==> config.mk <==
export PLATFORM = sky130hd
export DESIGN_NAME = ssd_scan_ctrl
export DESIGN_NICKNAME = d
export VERILOG_FILES = /design/src/rtl/ssd_scan_ctrl_pkg.sv /design/src/rtl/display.sv /design/src/rtl/ssd_scan_ctrl.sv
export SDC_FILE = /design/constraint.sdc
export NUM_CORES = 1
export LEC_CHECK = 0
export CAP_MARGIN = 10
export CORE_UTILIZATION = 36
export DETAILED_ROUTE_END_ITERATION = 10
export PLACE_DENSITY = 0.66
export SLEW_MARGIN = 20
export SYNTH_ARGS = -nofsm -noshare
export SYNTH_HDL_FRONTEND = slang
export SYNTH_SLANG_ARGS = --single-unit
==> constraint.sdc <==
create_clock -name clk -period 1.95 [get_ports clk]
set_input_delay 0.2925 -clock clk [delete_from_list [all_inputs] [get_ports clk]]
set_output_delay 0.2925 -clock clk [all_outputs]
set_load 0.03 [all_outputs]
==> src/rtl/ssd_scan_ctrl_pkg.sv <==
// Shared display constants: segment width, hex glyphs (gfedcba, active-high) and digit-enable idle value.
// Optional leading-zero blanking in ssd_scan_ctrl is enabled by defining SSD_LZ_BLANK_EN.
`ifndef SSD_SCAN_CTRL_DEFS
`define SSD_SCAN_CTRL_DEFS
`define SSD_BIT_WIDTH 7
`define SS_0 7'h3F
`define SS_1 7'h06
`define SS_2 7'h5B
`define SS_3 7'h4F
`define SS_4 7'h66
`define SS_5 7'h6D
`define SS_6 7'h7D
`define SS_7 7'h07
`define SS_8 7'h7F
`define SS_9 7'h6F
`define SS_A 7'h77
`define SS_B 7'h7C
`define SS_C 7'h39
`define SS_D 7'h5E
`define SS_E 7'h79
`define SS_F 7'h71
`define SS_DEF 7'h40
`define SSD_CTL_OFF 4'b1111
`endif

package ssd_scan_ctrl_pkg;
  localparam int NIB_W       = 4;
  localparam int DIG_W       = 2;
  localparam int NUM_DIG_REQ = 4;
  localparam logic [3:0] CTL_OFF = `SSD_CTL_OFF;
endpackage

==> src/rtl/display.sv <==
// 4-bit to segment decoder; pure combinational lookup of the hex glyph table.
module display
  import ssd_scan_ctrl_pkg::*;
(
  input  logic [NIB_W-1:0]          nib,
  output logic [`SSD_BIT_WIDTH-1:0] seg
);

  always_comb begin
    case (nib)
      4'h0:    seg = `SS_0;
      4'h1:    seg = `SS_1;
      4'h2:    seg = `SS_2;
      4'h3:    seg = `SS_3;
      4'h4:    seg = `SS_4;
      4'h5:    seg = `SS_5;
      4'h6:    seg = `SS_6;
      4'h7:    seg = `SS_7;
      4'h8:    seg = `SS_8;
      4'h9:    seg = `SS_9;
      4'hA:    seg = `SS_A;
      4'hB:    seg = `SS_B;
      4'hC:    seg = `SS_C;
      4'hD:    seg = `SS_D;
      4'hE:    seg = `SS_E;
      4'hF:    seg = `SS_F;
      default: seg = `SS_DEF;
    endcase
  end

endmodule

==> src/rtl/ssd_scan_ctrl.sv <==
// 4-digit time-multiplexed display scanner with frame-boundary shadow update.
// Define SSD_LZ_BLANK_EN to blank leading-zero digits 3..1.
module ssd_scan_ctrl
  import ssd_scan_ctrl_pkg::*;
#(
  parameter int REFRESH_W = 17,
  parameter int NUM_DIG   = 4
) (
  input  logic                      clk,
  input  logic                      rst,
  input  logic [15:0]               value,
  input  logic                      load,
  input  logic [3:0]                digit_en,
  output logic                      upd_pend,
  output logic                      frame_tick,
  output logic [DIG_W-1:0]          cur_digit,
  output logic [3:0]                ssd_ctl,
  output logic [`SSD_BIT_WIDTH-1:0] segs
);

  generate
    if (NUM_DIG != NUM_DIG_REQ) begin : g_bad_num_dig
      $error("ssd_scan_ctrl supports exactly 4 digits");
    end
  endgenerate

  logic [REFRESH_W-1:0] cnt_q, cnt_d;
  logic [DIG_W-1:0]     cur_digit_q, cur_digit_d;
  logic [15:0]          shadow_q, shadow_d;
  logic [15:0]          pend_val_q, pend_val_d;
  logic                 upd_pend_q, upd_pend_d;
  logic                 slot_tick, boundary;
  logic [NIB_W-1:0]     nib;
  logic                 show;

  assign slot_tick = &cnt_q;
  assign boundary  = slot_tick && (cur_digit_q == DIG_W'(NUM_DIG_REQ - 1));

  always_comb begin
    cnt_d       = cnt_q + REFRESH_W'(1);
    cur_digit_d = slot_tick ? cur_digit_q + DIG_W'(1) : cur_digit_q;
    shadow_d    = shadow_q;
    pend_val_d  = pend_val_q;
    upd_pend_d  = upd_pend_q;
    // A load landing on the boundary bypasses the pending register entirely.
    if (boundary) begin
      if (load) begin
        shadow_d   = value;
        upd_pend_d = 1'b0;
      end else if (upd_pend_q) begin
        shadow_d   = pend_val_q;
        upd_pend_d = 1'b0;
      end
    end else if (load) begin
      pend_val_d = value;
      upd_pend_d = 1'b1;
    end
  end

  always_ff @(posedge clk) begin
    if (rst) begin
      cnt_q       <= '0;
      cur_digit_q <= '0;
      shadow_q    <= '0;
      pend_val_q  <= '0;
      upd_pend_q  <= 1'b0;
    end else begin
      cnt_q       <= cnt_d;
      cur_digit_q <= cur_digit_d;
      shadow_q    <= shadow_d;
      pend_val_q  <= pend_val_d;
      upd_pend_q  <= upd_pend_d;
    end
  end

  assign nib = shadow_q[{cur_digit_q, 2'b00} +: NIB_W];

`ifdef SSD_LZ_BLANK_EN
  // lz_zero[k]: nibbles k..3 of the shadow are all zero.
  logic [3:0] lz_zero;
  for (genvar gi = 0; gi < 4; gi++) begin : g_lz
    assign lz_zero[gi] = ~|shadow_q[15:4*gi];
  end
  assign show = digit_en[cur_digit_q] && !((cur_digit_q != '0) && lz_zero[cur_digit_q]);
`else
  assign show = digit_en[cur_digit_q];
`endif

  assign ssd_ctl    = show ? ~(4'b0001 << cur_digit_q) : CTL_OFF;
  assign upd_pend   = upd_pend_q;
  assign frame_tick = boundary;
  assign cur_digit  = cur_digit_q;

  display u_display (
    .nib (nib),
    .seg (segs)
  );

endmodule
==> results_dict.tcl <==
set metrics [dict create \
    grt_pass1_vias 2254 \
    grt.overflow.total 0 \
    status "complete, but fails checks" \
    ys_top_cells_by_area "dfxtp_1 40%, mux2i_1 6.5%, ha_1 6.2%" \
    area_growth_pct 58.9 \
    skew_ns 0.00923 \
    ir_drop_uv 306 \
    crit_type "reg -> out" \
    ys_ff_latch 52 \
    slew_headroom_pct 68.7 \
    syn-mean-instance-area_um2 8.83 \
    antenna_left 0 \
    ys_async_sr_fraction_pct 0 \
    drcViolationCount 0 \
    setup_viol 18 \
    ys_dominant_reg_cell "dfxtp_1" \
    ctsRootBufferMaster "clkbuf_8" \
    finalHoldViolations 0 \
    io-pin-count 38 \
    path_max_fanout 4 \
    drv_cap 0 \
    yosysSeqAreaShare_pct 39.7 \
    critical_path_arrival_ns 2.06 \
    vias 2340 \
    htreeDepth 2 \
    num_rows 30 \
    yosysMostFrequentCell "dfxtp_1" \
    drive_above_1_share_pct 43.9 \
    rsz0062_at_grt "yes" \
    place_hpwl_mm 4.05 \
    synth_fp_nets 333 \
    violations "negative setup slack" \
    worst_slack_ns -0.401 \
    groute.usage.overall_pct 18.1 \
    die_w_um 87.3 \
    drt_wl_total_mm 6.78 \
    fin_crit_sh_pct 121 \
    initial_utilization_pct 38.0 \
    p_leak_nw 1.63 \
    portBuffers 37 \
    fin_crit_ns 2.35 \
    die_area_um2 7630 \
    tritoncts "built" \
    antenna_found_initial 0 \
    clk_latency_ns 0.30 \
    power_density_nw_per_um2 509 \
    routed_via_density 4.94 \
    hold_path_class "reg -> reg" \
    diodes 0 \
    coreArea_um2 6910 \
    place.gp.congestion 0.798 \
    path_clk_slew_ns 0.10 \
    netlist_area_um2 2620 \
    drt_iter0_drc 76 \
    finalNetCount 413 \
    cts.sinks 52 \
    grt_max_degree 53 \
    die_h_um 87.3 \
    start_kind "flop" \
    power_mw 2.12 \
    clockBufferDepth 2 \
    synth.top_cell.area_share_pct 39.7 \
    final_cells 474 \
    grt_pass1_wl_mm 10.7 \
    finalMaxSlewViolations 0 \
    synth_edf_count 0 \
    placedCellCount 443 \
    drt_pre_antenna_iters 4 \
    clock.fmax_mhz 425 \
    tightest_slew_ns 0.467 \
    r2r_slack_ns -0.03 \
    critPathCaptureType "output pin" \
    drt-wirelength-per-cell_um 14.3 \
    syn_inst 297 \
    synth_cell_type_count 37 \
    worstPathRequired_ns 1.66 \
    numCtsBuffers 5 \
    synthTopCellsByCount "52 x dfxtp_1, 43 x nand2_1, 35 x nor2_1" \
    synth_top_area_cell "dfxtp_1" \
    fin_util_pct 60.3 \
    ys_warn_count 0 \
]
[path summary, 6_finish.rpt]
path / startpoint / to / depth (start not counted)
setup / recovery: cur_digit[0] / segs[2] / 7
setup reg to reg: cnt_q[0] / shadow_q[13] / 11
hold / removal: pend_val_q[5] / pend_val_q[5] / 2
hold reg to reg: pend_val_q[5] / pend_val_q[5] / 2
[final cells by class]
class,count,area (um^2)
Clock inverter,1,30.0
Inverter,11,51.3
Tap cell,96,120
Sequential cell,52,1050
Timing Repair Buffer,92,928
Fill cell,588,2740
Multi-Input combinational cell,215,1890
Clock buffer,7,96.3
[report_power, final]
group | internal, mW | leakage, nW | switching (mW) | total [mW]
Sequential | 1.09 | 0.424 | 0.0178 | 1.10
Clock | 0.453 | 0.0645 | 0.352 | 0.805
Combinational | 0.107 | 1.14 | 0.105 | 0.212
Total | 1.65 | 1.63 | 0.475 | 2.12
[per-layer routing]
layer	track usage, %	share of wire, %
met3	2.84	3.4
met4	5.37	0.83
met2	32.8	51
met5	0	0
met1	21.9	45
[timing repair]
action / CTS / global route
cloned: 3 / 1
setup endpoints to repair: 38 / 45
pin swaps: 27 / 34
gates resized for setup: 64 / 67
hold buffers: 0 / 0
setup buffers: 19 / 3
[per-stage QoR]
step	hold WS [ns]	area (um^2)	setup TNS (ns)	setup slack [ns]
after detailed placement	0.446	3330	-0.625	-0.142
final	0.456	4170	-3.30	-0.401
after global placement	0.440	3330	-0.377	-0.0994
after CTS	0.459	3940	-3.25	-0.387
after floorplan	0.428	2710	-1.21	-0.207
after global routing	0.481	4170	-7.70	-0.473
[kinds of logic (layout without fill, tap and decap cells)]
kind of cell / after synthesis / count (layout) / synth area share (%)
adder cells (fa/ha/maj): 13 / 13 / 6.21
XOR/XNOR: 17 / 17 / 5.68
buffers and inverters: 30 / 111 / 5.30
flip-flops: 52 / 52 / 39.7
AND/OR/NAND/NOR: 113 / 113 / 19.1
multiplexers: 23 / 23 / 11.9
AO/OA/AOI/OAI: 49 / 49 / 12.0
[placed cells by master (no fill, tap or decap), drive strengths merged, types with 3 or more instances in the layout]
cell type,Yosys,final
a21oi,22,22
a211oi,16,16
nor2b,6,6
nor4,4,4
nand4,3,3
ha,13,13
clkdlybuf4s50,0,23
mux2i,17,17
inv,11,10
xnor2,12,12
buf,9,67
dfxtp,52,52
clkbuf,10,7
nor3,6,6
nand3,6,6
nor2,35,35
nand2,43,43
xor2,5,5
mux4,6,6
[registers in the layout (all words and copies together) (netlist names)]
register	cells
pend_val_q	16
cnt_q	17
cur_digit	2
upd_pend	1
shadow_q	16
[critical path: stages (launching register included)]
cell and delay (ns):
dfxtp_4 0.38, mux4_2 0.61, inv_4 0.14, buf_6 0.11, ha_4 0.13, nand2b_4 0.05, o22a_2 0.19, buf_6 0.14
No activity file was read; power rests on OpenSTA's default activity.
